==> config.mk <==
export PLATFORM = sky130hd
export DESIGN_NAME = wb_stage
export DESIGN_NICKNAME = d
export VERILOG_FILES = /design/src/rtl/wb_stage.sv
export SDC_FILE = /design/constraint.sdc
export NUM_CORES = 1
export LEC_CHECK = 0
export CAP_MARGIN = 10
export CORE_AREA = 2 2 157 159
export DETAILED_ROUTE_END_ITERATION = 8
export DIE_AREA = 0 0 159 161
export SYNTH_ARGS = -nofsm -noshare
export SYNTH_HDL_FRONTEND = slang
export SYNTH_SLANG_ARGS = --single-unit
==> constraint.sdc <==
create_clock -name clk -period 1.6 [get_ports clk]
set_input_delay 0.32 -clock clk [delete_from_list [all_inputs] [get_ports clk]]
set_output_delay 0.32 -clock clk [all_outputs]
set_load 0.02 [all_outputs]
==> src/rtl/wb_stage.sv <==
// Write-back stage: zero-latency ALU write-back plus a req/gnt/rvalid data-bus
// sequencer for loads and stores, with an optional response timeout.
module wb_stage #(
    parameter int XLEN    = 64,
    parameter int REG_W   = 5,
    parameter int TIMEOUT = 255,
    parameter int CNT_W   = 8
) (
    input  logic             clk,
    input  logic             rst,
    input  logic [XLEN-1:0]  raddr_i,
    input  logic [XLEN-1:0]  result_i,
    input  logic [REG_W-1:0] rd_idx_i,
    input  logic             wb_i,
    input  logic             rmem_i,
    input  logic             wmem_i,
    output logic             hold_o,
    output logic             bus_req_o,
    output logic             bus_we_o,
    output logic [XLEN-1:0]  bus_addr_o,
    output logic [XLEN-1:0]  bus_wdata_o,
    input  logic             bus_gnt_i,
    input  logic             bus_rvalid_i,
    input  logic [XLEN-1:0]  bus_rdata_i,
    output logic             rf_we_o,
    output logic [REG_W-1:0] rf_waddr_o,
    output logic [XLEN-1:0]  rf_wdata_o,
    output logic             err_o
);

    typedef enum logic [1:0] {IDLE, REQ, WAIT} state_t;

    state_t           state;
    logic [CNT_W-1:0] cnt;
    logic             mop;
    logic             rd_ok;
    logic             timeout_hit;

    assign mop   = rmem_i | wmem_i;
    assign rd_ok = wb_i && (rd_idx_i != '0);
    // A zero TIMEOUT disables the abort path; the counter then just wraps harmlessly.
    assign timeout_hit = (TIMEOUT != 0) && (cnt == CNT_W'(TIMEOUT)) && !bus_rvalid_i;

    always_ff @(posedge clk or posedge rst) begin
        if (rst) begin
            state <= IDLE;
            cnt   <= '0;
        end else begin
            case (state)
                IDLE: if (mop) state <= REQ;
                REQ: begin
                    if (bus_gnt_i) begin
                        state <= WAIT;
                        cnt   <= '0;
                    end
                end
                WAIT: begin
                    if (bus_rvalid_i || timeout_hit) state <= IDLE;
                    else                             cnt   <= cnt + 1'b1;
                end
                default: state <= IDLE;
            endcase
        end
    end

    // Outputs are decoded combinationally so hold_o can release in the completion cycle.
    always_comb begin
        hold_o      = 1'b0;
        bus_req_o   = 1'b0;
        bus_we_o    = 1'b0;
        bus_addr_o  = '0;
        bus_wdata_o = '0;
        rf_we_o     = 1'b0;
        rf_waddr_o  = '0;
        rf_wdata_o  = '0;
        err_o       = 1'b0;
        if (!rst) begin
            rf_waddr_o = rd_idx_i;
            case (state)
                IDLE: begin
                    if (mop) begin
                        hold_o = 1'b1;
                    end else begin
                        rf_we_o    = rd_ok;
                        rf_wdata_o = result_i;
                    end
                end
                REQ: begin
                    hold_o     = 1'b1;
                    bus_req_o  = 1'b1;
                    bus_we_o   = !rmem_i;
                    bus_addr_o = raddr_i;
                    if (!rmem_i) bus_wdata_o = result_i;
                end
                WAIT: begin
                    if (bus_rvalid_i) begin
                        if (rmem_i) begin
                            rf_we_o    = rd_ok;
                            rf_wdata_o = bus_rdata_i;
                        end
                    end else if (timeout_hit) begin
                        err_o = 1'b1;
                    end else begin
                        hold_o = 1'b1;
                    end
                end
                default: ;
            endcase
        end
    end

endmodule
# Word level (Yosys, flattened, before mapping)
# Index checks and enable logic that the tools add are counted.
# totals
register_bits	10
inputBits	204
output_inout_bits	202
elab_cells	57
# classes
addsub	1
muxes	36
n_eq_ne	7
bitwise_logic	1
n_reduce_logical	10
# op_table
op	n
$mux W64	9
$pmux W64 S2	1
$mux W1	16
$mux W8	2
$pmux W8 S2	1
$add A8 B1 Y8 const B	1
$eq A8 B8 Y1 const B	1
$ne A2 B2 Y1 const B	4
$mux W2	3
$pmux W2 S3	1
$reduce_and A3 Y1	2
$mux W5	1
$reduce_bool A5 Y1	1
$pmux W1 S3	1
$eq A2 B1 Y1 const B	1
$eq A2 B2 Y1 const B	1
$logic_and A1 B1 Y1	2
$logic_not A1 Y1	2
$logic_not A2 Y1	1
$pmux W1 S2	1
$reduce_bool A2 Y1	1
$logic_or A1 B1 Y1	1
$or A1 B1 Y1	1

# Depth between registers and ports, before layout
# logic_depth
word_depth	6
depth_mapped	6

# Least setup slack after synthesis
# OpenSTA, ideal clock, no wires.
# synth_path
path_type	reg-to-output
start	register state[0]
end	output port rf_we_o
n_path_buf	1
required_time_ns	1.280
path_slack_ns	-0.848
t_arrival_ns	2.128
stages_incl_launch_ff	5
cell_sequence	dfrtp_1 -> nor4_1 -> clkbuf_1 -> nor2_1 -> a2111oi_0
# synth_via
elab_chain_len	3
word_cells_on_any_way	4
# synth_rtl
item	line_no	text
from (decl)	33	state_t state;
from (signal assigned)	46	state <= IDLE;
from (signal assigned)	50	IDLE: if (mop) state <= REQ;
from (signal assigned)	53	state <= WAIT;
$eq A2 B2 Y1 or $logic_not A2 Y1 (tied branches)	79	case (state)
$pmux W1 S2 *	79	
$mux W1 *	77	if (!rst) begin
to (decl)	25	output logic rf_we_o,
# Mark *: on every way between the ends. The rest lies on a longest branch, timed or not.

# Worst setup path in the final report
# Same ends and word-level chain as after synthesis.

==> key figures <==
Outcome
  • Status: complete, but fails checks
  • Failing checks: negative setup slack

Synthesis
  • Post-Synthesis Cell Area: 2330 µm²
  • Dominant synthesized flop cell: dfrtp_1
  • FFs w/ async S/R, synth: 1.00
  • Cell taking the most area after synthesis: and2_1
  • Largest cells by area after synthesis: and2_1, a22oi_1, nor2_1
  • Synth cell count leaders: and2_1, nor2_1, a22oi_1
  • Share of Yosys cell area claimed by the top area cell type: 0.349
  • Yosys cell types: 34
  • Most frequent cell after synthesis: and2_1
  • Cells after Synth: 367
  • Post-synth EDFFs: 0
  • Seq/Total Area, Yosys: 0.107
  • Syn Area/Cell: 6.34 µm²
  • Post-Syn Nets: 572
  • Ys Warns: 0
  • FF+latch count, synth: 10

Power
  • Switching fraction of total power: 0.450
  • Clock Power Share: 0.088
  • Reg power frac: 0.063
  • Final Power: 5940 µW
  • P per Cell Area: 700 nW/µm²
  • Comb power frac: 0.849
  • Pint: 3270 µW
  • P_leak: 0.00343 µW
  • VDD IR max: 379 µV
  • Switching Power: 2670 µW

Global route
  • Total track usage: 0.143
  • Largest net degree at the start of global routing: 38
  • First-pass GRT wire length: 28,500 µm
  • Vias in the first global route: 4,769
  • Antenna violations before repair: 2
  • Grt total ovfl: 0

Drt
  • ANT nets after route: 0
  • DRT Wirelength: 20,200 µm
  • DRC Markers: 0
  • Via/cell ratio: 3.96
  • Initial DRC count: 165
  • Drt wl/cell: 17.5 µm
  • Via count: 4,566
  • Pre-Repair DR Iteration Count: 6

CTS
  • Htree depth: 1
  • CTS Buf Count: 3
  • Worst-case clock buffer depth: 2
  • Clock-pin slew of the registers on the worst-case setup and hold paths: 50 ps
  • TritonCTS sink count: 10
  • Root Buffer Master: clkbuf_16
  • Skew-Pair Late Insertion Delay: 250 ps
  • CTS tree: yes

STA
  • Final worst path period share: 1.38
  • Worst Tran Pin Value: 423 ps
  • Fin crit period: 2200 ps
  • Final hold viol count: 0
  • Clk_skew: 3.20 ps
  • RSZ-0062 raised after global routing: yes
  • Slew headroom: 0.718
  • Setup ws final: -603 ps
  • TNS Setup: -92,640 ps
  • Final setup vio count: 206
  • Final Max Tran Viols: 0
  • F_max: 0.454 GHz

Setup path
  • Critical Path Start Type: flop
  • Kind of critical path: flop to output port
  • Worst endpoint required time: 1280 ps
  • WP data arrival: 1880 ps
  • Critical path peak fanout: 5
  • Worst R2R Path Depth: 7
  • Crit. End Element: output port

Run
  • Max_cap viols: 0

Die
  • Initial core utilization: 0.0972
  • Chip Width: 159 µm
  • Die footprint: 25,600 µm²
  • Site Rows: 57
  • Floorplan Core Area: 24,000 µm²
  • Chip Height: 161 µm
  • I/O Pins: 406

Final layout
  • Synthesis-to-finish area growth: 265%
  • Layout cells sized above 1: 0.570
  • Nets: 1,034
  • Design Area, Final: 8490 µm²
  • Core Util, Final: 0.354
  • Fill count: 2,515

Placed design
  • I/O Buffers: 405
  • HPWL after DPL: 15,000 µm
  • Placed inst area: 7460 µm²
  • GPL Wtd Cong: 0.801

Hold path
  • Class of the worst hold path: input pin to async pin
[logic make-up (layout without fill, tap and decap cells)]
family	Yosys count	in the layout	synth area share
other	0	1	0
DFF	10	10	0.107
muxes	2	2	0.00860
adders and majority gates	1	1	0.00537
and+or+nand+nor	230	230	0.541
AOI/OAI and AO/OA	81	82	0.261
buffers and inverters	43	503	0.0768
[worst paths after layout]
check | start | endpoint | slack, ps
max | state[0] | rf_we_o | -600
min | rst | state[1] | 560
max reg2reg | state[0] | cnt[7] | -360
min reg2reg | cnt[6] | cnt[6] | 560
max in group asynchronous | rst | state[0] | 720
min in group clk | cnt[6] | cnt[6] | 560
[power by group through the flow]
stage / Combinational [µW] / Clock (µW) / Sequential, µW
finish: 5050 / 521 / 374
global route: 5350 / 549 / 381
CTS: 4880 / 526 / 372
detailed placement: 4380 / 0 / 362
global placement: 4380 / 0 / 359
floorplan: 2110 / 0 / 372
[placed cells by master (no fill, tap or decap), types with 19 or more instances in the layout]
master           count
clkdlybuf4s50_1    199
clkdlybuf4s15_2     67
buf_4               64
buf_6               53
clkbuf_2            19
dlygate4sd2_1       43
and2_1              20
and2_2             109
buf_12              20
nor2_2              44
a22oi_1             19
a22oi_2             45
[critical path, stage by stage (launching register included)]
cell and delay [ps]:
dfrtp_2 450, nor4_4 300, buf_6 170, buf_12 110, buf_16 110, nor2_4 40
a2111oi_4 250, buf_4 200
[what timing repair did]
action	CTS	global route
hold buffers	0	0
buffers inserted	20	16
gates cloned	9	3
pin swaps	24	38
resized for setup	612	103
setup endpoints to repair	211	211
[flip-flops by register name, summed over array words and instances (netlist names)]
name   cells
cnt        8
state      2
[stage by stage]
step / setup WS [ps] / cells / hold WS (ps)
after detailed placement: -1050 / 1104 / 552
after global placement: -1020 / 1104 / 536
final: -603 / 1153 / 556
after CTS: -634 / 1136 / 560
after global routing: -688 / 1153 / 585
after floorplan: -264 / 367 / 342
[metal layers]
layer	part of all wire	GRT usage	vias up
li1	-	-	2178
met1	0.39	0.162	2103
met2	0.52	0.275	264
met3	0.075	0.0347	21
met4	0.016	0.0211	0
met5	0	0	-
[cell type report]
class / instances / area (µm²) / area share
Tap cell: 324 / 405 / 0.0477
Sequential cell: 10 / 253 / 0.0298
Antenna cell: 1 / 2.50 / 0.000295
Clock buffer: 4 / 88.8 / 0.0105
Multi-Input combinational cell: 315 / 2590 / 0.305
Inverter: 7 / 26.3 / 0.00309
Timing Repair Buffer: 492 / 5130 / 0.604
Note: power is estimated with default switching activity, not from simulation.
